<file path="config.mk">
export PLATFORM = sky130hd
export DESIGN_NAME = hazard_ctrl_flat
export DESIGN_NICKNAME = d
export VERILOG_FILES = /design/src/rtl/hazard_if.sv /design/src/rtl/hazard_ctrl.sv /design/src/flat_wrapper.sv
export SDC_FILE = /design/constraint.sdc
export NUM_CORES = 1
export LEC_CHECK = 0
export ABC_AREA = 1
export ABC_CLOCK_PERIOD_IN_PS = 3300
export CORE_MARGIN = 3
export CORE_UTILIZATION = 35
export DETAILED_ROUTE_END_ITERATION = 7
export GPL_ROUTABILITY_DRIVEN = 0
export PLACE_DENSITY = 0.68
export SYNTH_ARGS = -nofsm -noshare
export SYNTH_HDL_FRONTEND = slang
export SYNTH_SLANG_ARGS = --single-unit
export TNS_END_PERCENT = 30
</file>
<file path="constraint.sdc">
create_clock -name clk -period 3.3 [get_ports clk]
set_input_delay 0.495 -clock clk [delete_from_list [all_inputs] [get_ports clk]]
set_output_delay 0.495 -clock clk [all_outputs]
set_load 0.05 [all_outputs]
</file>
<file path="src/rtl/hazard_if.sv">
// Handshake bundle between the pipeline datapath and the hazard controller.
// The datapath side (master) supplies stage register fields; the controller (slave) returns selects and stalls.
interface hazard_if #(
    parameter int REG_AW = 5,
    parameter int CNT_W  = 16
);
    logic [REG_AW-1:0] Rs1_D;
    logic [REG_AW-1:0] Rs2_D;
    logic [REG_AW-1:0] Rs1_E;
    logic [REG_AW-1:0] Rs2_E;
    logic [REG_AW-1:0] RD_E;
    logic [REG_AW-1:0] RD_M;
    logic [REG_AW-1:0] RD_W;
    logic              RegWriteM;
    logic              RegWriteW;
    logic              MemReadE;
    logic              PCSrcE;
    logic              MdOpD;
    logic              MdStartE;

    logic [1:0]        ForwardAE;
    logic [1:0]        ForwardBE;
    logic              StallF;
    logic              StallD;
    logic              FlushD;
    logic              FlushE;
    logic              MdBusy;
    logic              MdDone;
    logic [REG_AW-1:0] MdRd;
    logic [CNT_W-1:0]  StallCnt;

    modport master (
        output Rs1_D, Rs2_D, Rs1_E, Rs2_E, RD_E, RD_M, RD_W,
        output RegWriteM, RegWriteW, MemReadE, PCSrcE, MdOpD, MdStartE,
        input  ForwardAE, ForwardBE, StallF, StallD, FlushD, FlushE,
        input  MdBusy, MdDone, MdRd, StallCnt
    );

    modport slave (
        input  Rs1_D, Rs2_D, Rs1_E, Rs2_E, RD_E, RD_M, RD_W,
        input  RegWriteM, RegWriteW, MemReadE, PCSrcE, MdOpD, MdStartE,
        output ForwardAE, ForwardBE, StallF, StallD, FlushD, FlushE,
        output MdBusy, MdDone, MdRd, StallCnt
    );
endinterface

</file>
<file path="src/rtl/hazard_ctrl.sv">
// Hazard controller for the 5-stage core: operand forwarding, load-use and
// multi-cycle-unit interlocks, branch flush, and a saturating stall counter.
module hazard_ctrl #(
    parameter int REG_AW = 5,
    parameter int MD_LAT = 4,
    parameter int CNT_W  = 16
) (
    input  logic   clk,
    input  logic   rst,
    hazard_if.slave hz
);

    localparam int LAT_W = 5;
    localparam logic [LAT_W-1:0] LAT_M1 = LAT_W'(MD_LAT - 1);

    typedef enum logic {IDLE, BUSY} md_state_e;

    md_state_e         state_q, state_d;
    logic [LAT_W-1:0]  cnt_q, cnt_d;
    logic [REG_AW-1:0] md_rd_q, md_rd_d;
    logic [CNT_W-1:0]  stall_cnt_q, stall_cnt_d;

    logic [1:0] fwd_a, fwd_b;
    logic       md_busy, md_done;
    logic       lu, md_raw, md_str, stall;
    logic       stall_f, stall_d, flush_d, flush_e;

    function automatic logic [1:0] fwd_sel(
        input logic [REG_AW-1:0] rs,
        input logic [REG_AW-1:0] rd_m,
        input logic              we_m,
        input logic [REG_AW-1:0] rd_w,
        input logic              we_w
    );
        logic [1:0] sel;
        sel = 2'd0;
        if (we_m && rd_m != '0 && rd_m == rs)
            sel = 2'd2;
        else if (we_w && rd_w != '0 && rd_w == rs)
            sel = 2'd1;
        return sel;
    endfunction

    function automatic logic src_hit(
        input logic [REG_AW-1:0] rd,
        input logic [REG_AW-1:0] rs1,
        input logic [REG_AW-1:0] rs2
    );
        return (rd != '0) && (rd == rs1 || rd == rs2);
    endfunction

    function automatic logic [CNT_W-1:0] sat_inc(input logic [CNT_W-1:0] v);
        return (&v) ? v : v + CNT_W'(1);
    endfunction

    // Hazard decode; every combinational output is held low while in reset.
    always_comb begin
        fwd_a   = fwd_sel(hz.Rs1_E, hz.RD_M, hz.RegWriteM, hz.RD_W, hz.RegWriteW);
        fwd_b   = fwd_sel(hz.Rs2_E, hz.RD_M, hz.RegWriteM, hz.RD_W, hz.RegWriteW);
        md_busy = (state_q == BUSY);
        md_done = md_busy && (cnt_q == '0);

        lu     = hz.MemReadE && src_hit(hz.RD_E, hz.Rs1_D, hz.Rs2_D);
        md_raw = (md_busy && src_hit(md_rd_q, hz.Rs1_D, hz.Rs2_D)) ||
                 (hz.MdStartE && src_hit(hz.RD_E, hz.Rs1_D, hz.Rs2_D));
        md_str = hz.MdOpD && (md_busy || hz.MdStartE);
        stall  = lu || md_raw || md_str;

        stall_f = 1'b0;
        stall_d = 1'b0;
        flush_d = 1'b0;
        flush_e = 1'b0;
        if (hz.PCSrcE) begin
            flush_d = 1'b1;
            flush_e = 1'b1;
        end else begin
            stall_f = stall;
            stall_d = stall;
            flush_e = stall;
        end

        if (rst) begin
            fwd_a   = 2'd0;
            fwd_b   = 2'd0;
            md_busy = 1'b0;
            md_done = 1'b0;
            stall_f = 1'b0;
            stall_d = 1'b0;
            flush_d = 1'b0;
            flush_e = 1'b0;
        end
    end

    // Tracker next state; a start seen while BUSY is dropped because the
    // structural interlock should already have kept it out of E.
    always_comb begin
        state_d     = state_q;
        cnt_d       = cnt_q;
        md_rd_d     = md_rd_q;
        stall_cnt_d = stall_d ? sat_inc(stall_cnt_q) : stall_cnt_q;
        case (state_q)
            IDLE: begin
                if (hz.MdStartE) begin
                    state_d = BUSY;
                    cnt_d   = LAT_M1;
                    md_rd_d = hz.RD_E;
                end
            end
            BUSY: begin
                if (cnt_q == '0)
                    state_d = IDLE;
                else
                    cnt_d = cnt_q - LAT_W'(1);
            end
            default: state_d = IDLE;
        endcase
    end

    always_ff @(posedge clk) begin
        if (rst) begin
            state_q     <= IDLE;
            cnt_q       <= '0;
            md_rd_q     <= '0;
            stall_cnt_q <= '0;
        end else begin
            state_q     <= state_d;
            cnt_q       <= cnt_d;
            md_rd_q     <= md_rd_d;
            stall_cnt_q <= stall_cnt_d;
        end
    end

    assign hz.ForwardAE = fwd_a;
    assign hz.ForwardBE = fwd_b;
    assign hz.StallF    = stall_f;
    assign hz.StallD    = stall_d;
    assign hz.FlushD    = flush_d;
    assign hz.FlushE    = flush_e;
    assign hz.MdBusy    = md_busy;
    assign hz.MdDone    = md_done;
    assign hz.MdRd      = md_rd_q;
    assign hz.StallCnt  = stall_cnt_q;

endmodule

</file>
<file path="src/flat_wrapper.sv">
// flat-port wrapper written by rule: the top's interface ports become plain ports
module hazard_ctrl_flat 
#(
    parameter int REG_AW = 5,
    parameter int MD_LAT = 4,
    parameter int CNT_W  = 16
)
  (clk, rst, hz_Rs1_D, hz_Rs2_D, hz_Rs1_E, hz_Rs2_E, hz_RD_E, hz_RD_M, hz_RD_W, hz_RegWriteM, hz_RegWriteW, hz_MemReadE, hz_PCSrcE, hz_MdOpD, hz_MdStartE, hz_ForwardAE, hz_ForwardBE, hz_StallF, hz_StallD, hz_FlushD, hz_FlushE, hz_MdBusy, hz_MdDone, hz_MdRd, hz_StallCnt);
  hazard_if #(.REG_AW(REG_AW), .CNT_W(CNT_W)) hz_i ();
  input  logic clk;
  input  logic rst;
  input wire logic [$bits(hz_i.Rs1_D)-1:0] hz_Rs1_D;
  input wire logic [$bits(hz_i.Rs2_D)-1:0] hz_Rs2_D;
  input wire logic [$bits(hz_i.Rs1_E)-1:0] hz_Rs1_E;
  input wire logic [$bits(hz_i.Rs2_E)-1:0] hz_Rs2_E;
  input wire logic [$bits(hz_i.RD_E)-1:0] hz_RD_E;
  input wire logic [$bits(hz_i.RD_M)-1:0] hz_RD_M;
  input wire logic [$bits(hz_i.RD_W)-1:0] hz_RD_W;
  input wire logic [$bits(hz_i.RegWriteM)-1:0] hz_RegWriteM;
  input wire logic [$bits(hz_i.RegWriteW)-1:0] hz_RegWriteW;
  input wire logic [$bits(hz_i.MemReadE)-1:0] hz_MemReadE;
  input wire logic [$bits(hz_i.PCSrcE)-1:0] hz_PCSrcE;
  input wire logic [$bits(hz_i.MdOpD)-1:0] hz_MdOpD;
  input wire logic [$bits(hz_i.MdStartE)-1:0] hz_MdStartE;
  output wire logic [$bits(hz_i.ForwardAE)-1:0] hz_ForwardAE;
  output wire logic [$bits(hz_i.ForwardBE)-1:0] hz_ForwardBE;
  output wire logic [$bits(hz_i.StallF)-1:0] hz_StallF;
  output wire logic [$bits(hz_i.StallD)-1:0] hz_StallD;
  output wire logic [$bits(hz_i.FlushD)-1:0] hz_FlushD;
  output wire logic [$bits(hz_i.FlushE)-1:0] hz_FlushE;
  output wire logic [$bits(hz_i.MdBusy)-1:0] hz_MdBusy;
  output wire logic [$bits(hz_i.MdDone)-1:0] hz_MdDone;
  output wire logic [$bits(hz_i.MdRd)-1:0] hz_MdRd;
  output wire logic [$bits(hz_i.StallCnt)-1:0] hz_StallCnt;
  assign hz_i.Rs1_D = hz_Rs1_D;
  assign hz_i.Rs2_D = hz_Rs2_D;
  assign hz_i.Rs1_E = hz_Rs1_E;
  assign hz_i.Rs2_E = hz_Rs2_E;
  assign hz_i.RD_E = hz_RD_E;
  assign hz_i.RD_M = hz_RD_M;
  assign hz_i.RD_W = hz_RD_W;
  assign hz_i.RegWriteM = hz_RegWriteM;
  assign hz_i.RegWriteW = hz_RegWriteW;
  assign hz_i.MemReadE = hz_MemReadE;
  assign hz_i.PCSrcE = hz_PCSrcE;
  assign hz_i.MdOpD = hz_MdOpD;
  assign hz_i.MdStartE = hz_MdStartE;
  assign hz_ForwardAE = hz_i.ForwardAE;
  assign hz_ForwardBE = hz_i.ForwardBE;
  assign hz_StallF = hz_i.StallF;
  assign hz_StallD = hz_i.StallD;
  assign hz_FlushD = hz_i.FlushD;
  assign hz_FlushE = hz_i.FlushE;
  assign hz_MdBusy = hz_i.MdBusy;
  assign hz_MdDone = hz_i.MdDone;
  assign hz_MdRd = hz_i.MdRd;
  assign hz_StallCnt = hz_i.StallCnt;
  hazard_ctrl #(.REG_AW(REG_AW), .MD_LAT(MD_LAT), .CNT_W(CNT_W)) u_core (.clk(clk), .rst(rst), .hz(hz_i));
endmodule
</file>
==> results of run 1 <==
-- cell usage in the layout, fill, tap and decap left out, types with 2 or more instances in the layout --
cell type	count
a221oi_1	2
nand2_2	2
a21oi_1	26
nor2_2	4
nor3_1	5
nand2_1	87
nand3_4	2
clkbuf_8	3
xnor2_1	17
or2_2	5
nor4_1	2
o22ai_1	2
o21ai_0	8
buf_12	6
nand3_1	16
inv_1	44
clkdlybuf4s50_1	65
nand4_1	18
ha_1	3
dfxtp_1	27
inv_2	3
buf_4	5
xor2_1	18
o41ai_1	2
nor2_1	34
-- cells by family after synthesis --
kind of cell,after synthesis,synth area share
simple gates,178,0.379
buf+inv,57,0.108
compound gates,43,0.109
xor+xnor,35,0.140
flops,27,0.247
fa+ha+maj,3,0.0171
-- how the worst max path moves through the flow --
stage | slack, ns | cells after the start | end
2_1_floorplan | 0.66 | 11 | hz_FlushE
3_3_place_gp | 0.65 | 7 | hz_ForwardBE[1]
3_5_place_dp | 0.63 | 6 | hz_ForwardBE[0]
4_1_cts | 0.63 | 7 | hz_ForwardAE[1]
5_1_grt | 0.46 | 12 | hz_FlushE
6_report | 0.63 | 6 | hz_ForwardBE[0]
-- worst max-delay path, cell delays in order --
cell             delay [ns]
clkdlybuf4s50_1        0.47
or2_2                  0.32
o41ai_1                0.40
nor4_1                 0.11
nor2_1                 0.21
buf_12                 0.17
-- power by group --
part	leakage [nW]	switching (mW)	internal, mW
registers	0.220	0.0131	0.339
logic	1.04	0.163	0.127
clock network	0.0228	0.106	0.0866
total	1.28	0.282	0.553
-- registers in the layout, summed over array words and instances, names as in the netlist --
register            count
u_core.cnt_q            5
u_core.hz.MdRd          5
u_core.hz.StallCnt     16
u_core.state_q          1
-- cell type report --
class / instances / area share
multi-input cells: 259 / 0.459
repair buffers: 76 / 0.263
flip-flops and latches: 27 / 0.176
inverters: 47 / 0.0573
well taps: 75 / 0.0305
clock buffers: 4 / 0.0146
-- metal layers --
layer / global-route usage / vias up
met2: 0.298 / 88
met5: 0 / -
met3: 0.0243 / 7
met1: 0.198 / 1083
li1: - / 1245
met4: 0.0489 / 0
-- per-stage QoR --
stage	instance area (um2)	instances	utilization
final	3080	488	0.514
after global routing	3080	488	0.514
after CTS	3080	488	0.514
after detailed placement	3030	484	0.506
after global placement	3030	484	0.506
after floorplan	2190	343	-
==> results.md, run 1 <==
* Metal2 WL at 2880 um
* Post-route clock period utilization at 0.809
* H-tree depth at 1
* Worst r2r dst: u_core.hz.StallCnt[2]
* Area grow syn2layout at 40.4%
* CTS Buffer Depth at 2
* Final hold vios at 0
* Syn. warnings at 0
* Vias in the first global route at 2335
* DR pass1 iterations at 4
* Hold_ws at 0.466 ns
* Met3 WL at 447 um
* Total power draw at 835 uW
* Reg area at 541 um2
* Vias per cell at 4.97
* Setup crit start kind: primary input
* Vias at 2423
* CP Data Required Time at 2.80 ns
* Slew margin rel. at 0.654
* GRT Total Usage at 0.164
* CP Class: in2out
* Starting Density at 0.366
* DRT Wirelength at 5830 um
* ANT cells at 0
* VDD IR max at 0.188 mV
* Row count at 28
* Iteration-0 DRC Markers at 127
* Seq cells post-synth at 27
* Worst r2r path cells at 7
* Antenna violations before repair at 0
* Worst slew pin tran at 0.518 ns
* Highest clock rate at 0.375 GHz
* Area taken by multi-input logic gates at 1410 um2
* Fraction of layout cells with a size suffix above 1 at 0.0799
* FFs w/ async S/R, synth at 0
* Area fraction of the dominant cell type after synthesis at 0.247
* WP data arrival at 2.17 ns
* Crit. End Element: primary output
* Post-DRT Antenna Nets at 0
* Status: completed
* Final-layout fill cell count at 592
* Max-cap violations at 0
* IO Port Bufs at 73
* Pwr/cell area at 271 nW/um2
* Pre-CTS setup slack at 0.626 ns
* Synth Flop Type: dfxtp_1
* Clock slew at reported path FFs at 0.10 ns
* Root Driver: clkbuf_8
* Max Slew Vio Count at 0
* Die span in y at 85.1 um
* First-pass GRT wire length at 10100 um
* Number of synthesized flops with an enable pin at 0
* Final setup viols at 0
* Cts hold-fix bufs at 0
* Crit Path Max Fanout at 3
* Cell with the most instances after synthesis: nand2_1
* DP HPWL at 4720 um
* Die width at 85.1 um
* Leading area contributor after synthesis: dfxtp_1
* Worst R2R Setup Slack at 1.46 ns
* Max Used Layer: met4
* Avg WL per Cell at 11.9 um
* Total grt overflow at 0
* Hold depth at 2
* CORE AREA at 5990 um2
* Leakage at 1.28 nW
* Final min period at 2.67 ns
* Syn Std Cell Area at 2190 um2
* Drt drc at 0
* Crit. Startpoint: hz_RD_M[2]
* CTS tree: yes
* Syn Area/Cell at 6.39 um2
* Clock sink total at 27
* Post-CTS sizing at 0
* Metal1 wirelength at 2430 um
* CTS buffer count at 3
* Worst setup margin at 0.631 ns
* Clk_lat worst skew at 0.27 ns
* Seq/Total Area, Yosys at 0.247
* Commonest cells post-synth: 87 x nand2_1, 44 x inv_1, 34 x nor2_1
* Hold Crit Endpoint: u_core.cnt_q[4]
* DIE AREA at 7250 um2
* Nets at 460
* Mapped Nets at 389
* Post-synth cell types at 32
* Pin count of the biggest net entering global routing at 19
* Cells after Synth at 343
* Critical R2R Launch: u_core.hz.StallCnt[0]
* HP Start: u_core.cnt_q[4]
* IO Count at 74
* Unrepaired setup endpoints after global routing: no
* Hold crit path type: reg2reg
* Setup TNS at 0 ns
* Area contributors post-synth: dfxtp_1 25%, nand2_1 15%, inv_1 7.5%
* Final Skew at 0.00453 ns
* Post-CTS Repair Setup Buffers at 0
Power figures use the tool's default switching activity.
==> run 2, diff against run 1 <==
ABC_CLOCK_PERIOD_IN_PS = 2600   (was 3300)
clock period = 2.6 ns   (was 3.3 ns; I/O delays follow)
==> run 2 against run 1 <==
Effect of this change:
- the run now ends with setup timing left
- via count is 1.7% lower
- core utilization up 1.2 points
- total power increased by 28%
- setup slack got worse by 0.64 ns
- count of clock-buffer cells in the layout down 1
- largest cell class unchanged
- clock power rose by 25%
- highest routed layer unchanged
==> results.md, run 2 (same netlist as run 1, synthesis figures left out) <==
* Row count at 28 (unchanged)
* Final Skew at 0.00212 ns (was 0.00453 ns)
* Avg WL per Cell at 11.8 um (was 11.9 um)
* Setup TNS at -0.0106 ns (was 0 ns)
* Starting Density at 0.366 (unchanged)
* CORE AREA at 5990 um2 (unchanged)
* Vias in the first global route at 2305 (was 2335)
* Die width at 85.1 um (unchanged)
* Highest clock rate at 0.383 GHz
* End-of-flow core utilization at 0.526 (was 0.514)
* Die span in y at 85.1 um (unchanged)
* IO Port Bufs at 73 (unchanged)
* Leakage at 1.31 nW (was 1.28 nW)
* Vias per cell at 4.86 (was 4.97)
* Antenna violations before repair at 0 (unchanged)
* Post-CTS Repair Setup Buffers at 0 (unchanged)
* Most common cell after layout, fill and taps aside: nand2_1 (unchanged)
* Cts hold-fix bufs at 0 (unchanged)
* Final setup viols at 1 (was 0)
* Iteration-0 DRC Markers at 84 (was 127)
* Hold_ws at 0.466 ns (about the same)
* H-tree depth at 1 (unchanged)
* Crit. End Element: primary output (unchanged)
* Commonest cells after routing, fill and taps aside: 87 x nand2_1, 63 x clkdlybuf4s50_1, 44 x inv_1 (was 87 x nand2_1, 65 x clkdlybuf4s50_1, 44 x inv_1)
* Post-CTS sizing at 0 (unchanged)
* Placed cell areas at 3090 um2 (was 3030 um2)
* Final min period at 2.61 ns
* Hold Crit Endpoint: u_core.cnt_q[4] (unchanged)
* Max FFs per register at 16 (unchanged)
* Post-DRT Antenna Nets at 0 (unchanged)
* Clock group share of total power at 0.226 (was 0.231)
* CP Data Required Time at 2.21 ns (was 2.80 ns)
* Nets at 462 (was 460)
* DRT Wirelength at 5790 um (was 5830 um)
* Root Driver: clkbuf_8 (unchanged)
* WP data arrival at 2.22 ns (was 2.17 ns)
* Design area at 3150 um2 (was 3080 um2)
* Fraction of layout cells with a size suffix above 1 at 0.0964 (was 0.0799)
* Slew margin rel. at 0.537 (was 0.654)
* Setup crit start kind: primary input (unchanged)
* Post-route clock period utilization at 1.00
* CP Class: in2out (unchanged)
* Final hold vios at 0 (unchanged)
* Worst r2r path cells at 8 (was 7)
* Drt drc at 0 (unchanged)
* Worst setup margin at -0.0106 ns (was 0.631 ns)
* Hold depth at 2 (unchanged)
* GRT Total Usage at 0.162 (was 0.164)
* Unrepaired setup endpoints after global routing: yes (was no)
* Status: finished with violations (was completed)
* First-pass GRT wire length at 9920 um (was 10100 um)
* Vias at 2381 (was 2423)
* Comb power frac at 0.357 (was 0.347)
* DR pass1 iterations at 4 (unchanged)
* Internal at 709 uW (was 553 uW)
* DP HPWL at 4730 um (was 4720 um)
* Worst slew pin tran at 0.686 ns (was 0.518 ns)
* CTS buffer count at 3 (unchanged)
* DIE AREA at 7250 um2 (unchanged)
* CTS Buffer Depth at 2 (unchanged)
* Switch Pwr at 363 uW (was 282 uW)
* IO Count at 74 (unchanged)
* Total grt overflow at 0 (unchanged)
* HP Start: u_core.cnt_q[4] (unchanged)
* VDD IR max at 0.250 mV (was 0.188 mV)
* Clock sink total at 27 (unchanged)
* Crit Path Max Fanout at 3 (unchanged)
* Max Slew Vio Count at 0 (unchanged)
* Failing checks: setup timing
* Pwr/cell area at 340 nW/um2 (was 271 nW/um2)
* Worst r2r dst: u_core.hz.StallCnt[1] (was u_core.hz.StallCnt[2])
* Pre-CTS setup slack at 0.112 ns (was 0.626 ns)
* Sw Ratio at 0.339 (was 0.338)
* Pin count of the biggest net entering global routing at 18 (was 19)
* Hold crit path type: reg2reg (unchanged)
* Worst R2R Setup Slack at 0.73 ns (was 1.46 ns)
* Clock slew at reported path FFs at 0.09 ns (was 0.10 ns)
* Critical R2R Launch: u_core.hz.StallCnt[0] (unchanged)
* CTS tree: yes (unchanged)
* Area grow syn2layout at 43.8% (was 40.4%)
* Clk_lat worst skew at 0.27 ns (about the same)
* ANT cells at 0 (unchanged)
* Max-cap violations at 0 (unchanged)
* Flop pwr share at 0.417 (was 0.422)
-- run 2: cell count changes in the layout (fill, tap and decap cells not counted) --
cell,before,now
buf_12,6,10
clkbuf_1,1,0
clkdlybuf4s50_1,65,63
clkinv_2,0,1
nor4_1,2,0
nor4_2,0,2
-- run 2: stage by stage --
step	cells	total power, mW
2_1_floorplan	343	0.675
3_3_place_gp	486	0.834
3_5_place_dp	486	0.838
4_1_cts	490	1.08
5_1_grt	490	1.14
6_report	490	1.07
-- run 2: worst max path at each step --
| stage | from | end |
|---|---|---|
| floorplan | u_core.hz.MdRd[1] | hz_FlushE |
| global placement | hz_RD_M[3] | hz_ForwardAE[1] |
| detailed placement | hz_RD_M[3] | hz_ForwardAE[1] |
| CTS | hz_RD_M[3] | hz_ForwardAE[1] |
| global route | hz_RD_M[4] | hz_ForwardBE[0] |
| finish | hz_RD_M[2] | hz_ForwardAE[0] |
-- run 2: routing by layer --
metal / vias up / routed length, um / track usage
met1: 1061 / 2540 / 0.203
met2: 62 / 2860 / 0.285
met5: - / 0 / 0
met4: 0 / 68 / 0.0446
met3: 7 / 319 / 0.0291
li1: 1251 / - / -
-- run 2: layout make-up --
| type | instances | area (um2) |
|---|---|---|
| repair buffers | 78 | 868 |
| flip-flops and latches | 27 | 541 |
| fillers | 606 | 2840 |
| inverters | 47 | 176 |
| multi-input cells | 259 | 1430 |
| well taps | 75 | 93.8 |
| clock inverters | 1 | 5.00 |
| clock buffers | 3 | 41.3 |
-- run 2: power by group through the flow --
stage	logic, mW	clock network [mW]	registers, mW
floorplan	0.191	0	0.483
detailed placement	0.381	0	0.457
global placement	0.377	0	0.457
finish	0.383	0.242	0.447
global route	0.421	0.269	0.450
CTS	0.383	0.251	0.447
-- run 2: worst max-delay path: stages --
cell and delay [ns]:
clkdlybuf4s50_1 0.45, or2_2 0.31, o41ai_1 0.57, nor4_2 0.11, nor2_1 0.22, buf_12 0.17
==> variant, RTL diff (settings of run 1) <==
Reset style: asynchronous (`rst`), changed in one clocked block.
--- a/src/rtl/hazard_ctrl.sv
+++ b/src/rtl/hazard_ctrl.sv
@@ -116,7 +116,7 @@
         endcase
     end
 
-    always_ff @(posedge clk) begin
+    always_ff @(posedge clk or posedge rst) begin
         if (rst) begin
             state_q     <= IDLE;
             cnt_q       <= '0;
Function: differs if rst is asserted again (counterexample within 4 cycles, from zero or initial values and one cycle with rst high); with rst held inactive, the same outputs for 10 cycles.
==> variant against run 1 <==
  * Critical path depth rose by 1
  * Global-route usage down 0.20 points
  * Worst setup slack lost 0.28 ns
  * Largest cell class unchanged
  * Die area is 1.6% higher
  * Highest routed layer unchanged
  * Clock skew decreased by 0.0018 ns
  * Sequential cell count did not move
  * Wire length rose by 1.6%
  * Synthesized cell count fell by 2.0%
  * Design area is 0.65% higher
  * Synthesized area is 1.8% higher
  * Non-clock buffer count up 1
  * Core utilization fell by 0.26 points
Power is not compared: it rests on default switching activity, and its combinational part moved more than twofold at a synthesized area within 25%.
==> variant: results <==
export IMPL_critPathSlowestCell="clkdlybuf4s50_1"
export IMPL_rrSetupSlack_ns=1.40
export IMPL_postSynth_asyncResetShare=1.00
export IMPL_synthAdderAreaFrac=0.0168
export IMPL_grt_pass1_wl_um=9940
export IMPL_syn_area_per_cell_um2=6.64
export IMPL_finalClockSkew_ns=0.00275
export IMPL_met2_length_um=2730
export IMPL_dp_hpwl_um=4740
export IMPL_hp_start="u_core.cnt_q[3]"
export IMPL_grt_use_met1=0.215
export IMPL_timing_rr_start="u_core.hz.MdRd[4]"
export IMPL_syn_nets=382
export IMPL_crit_path_end="hz_ForwardAE[0]"
export IMPL_worstHoldPathCells=1
export IMPL_synth_commonest_cells="106 x nand2_1, 39 x nor2_1, 36 x inv_1"
export IMPL_r2r_end="u_core.hz.StallCnt[5]"
export IMPL_min_path_type="flop to flop"
export IMPL_via_count=2344
export IMPL_grtUsageTotal=0.162
export IMPL_cts_reportedPaths_clkPinSlew_ns=0.09
export IMPL_synthXorXnorAreaFrac=0.126
export IMPL_wl_met1_um=2800
export IMPL_synth_seq_area_share=0.303
export IMPL_synthDistinctLibCells=27
export IMPL_ff2ff_path_depth=12
export IMPL_arrival_ns=2.45
export IMPL_status="completed"
export IMPL_relSlewSlack=0.656
export IMPL_synth_main_ff_cell="dfrtp_1"
export IMPL_synth_compound_area_frac=0.0488
export IMPL_avgRoutedWirePerCell_um=12.2
export IMPL_use_met3=0.0173
export IMPL_max_stage_delay_ns=0.82
export IMPL_drt_iter0_drc=91
export IMPL_wl_met3_um=273
export IMPL_gr_usage_met2=0.276
export IMPL_grt_pass1_vias=2244
export IMPL_nets=457
export IMPL_drive_above_1_share=0.0732
export IMPL_synth_area_leaders="dfrtp_1 30%, nand2_1 18%, xnor2_1 7.5%"
export IMPL_grt_max_degree=28
export IMPL_finalNonFillerCells=485
-- variant: cell types whose count changed after synthesis, moves of 6 or more --
cell            run 1  this run
inv_1              44        36
nand2_1            87       106
dfrtp_1             0        27
a21oi_1            26         5
inv_2               3         9
dfxtp_1            27         0
-- variant: stage by stage --
step	cell area, µm²	worst slack (ns)	power [µW]	utilization	hold slack, ns
after global routing	3100	0.179	1680	0.511	0.531
after floorplan	2230	0.701	1090	-	0.457
after detailed placement	3050	0.355	1370	0.504	0.488
final	3100	0.356	1550	0.511	0.503
after CTS	3100	0.350	1560	0.511	0.501
after global placement	3050	0.382	1360	0.504	0.475
-- variant: cell families (layout without fill, tap and decap cells) --
group           Yosys count  in the layout
buf+inv                  52            126
xor+xnor                 32             32
fa+ha+maj                 3              3
compound gates           21             21
flops                    27             27
simple gates            201            201
-- variant: area by class of cell --
class,count,area share
clock buffers,4,0.0145
inverters,45,0.0545
multi-input cells,257,0.430
well taps,75,0.0303
flip-flops and latches,27,0.218
repair buffers,77,0.253
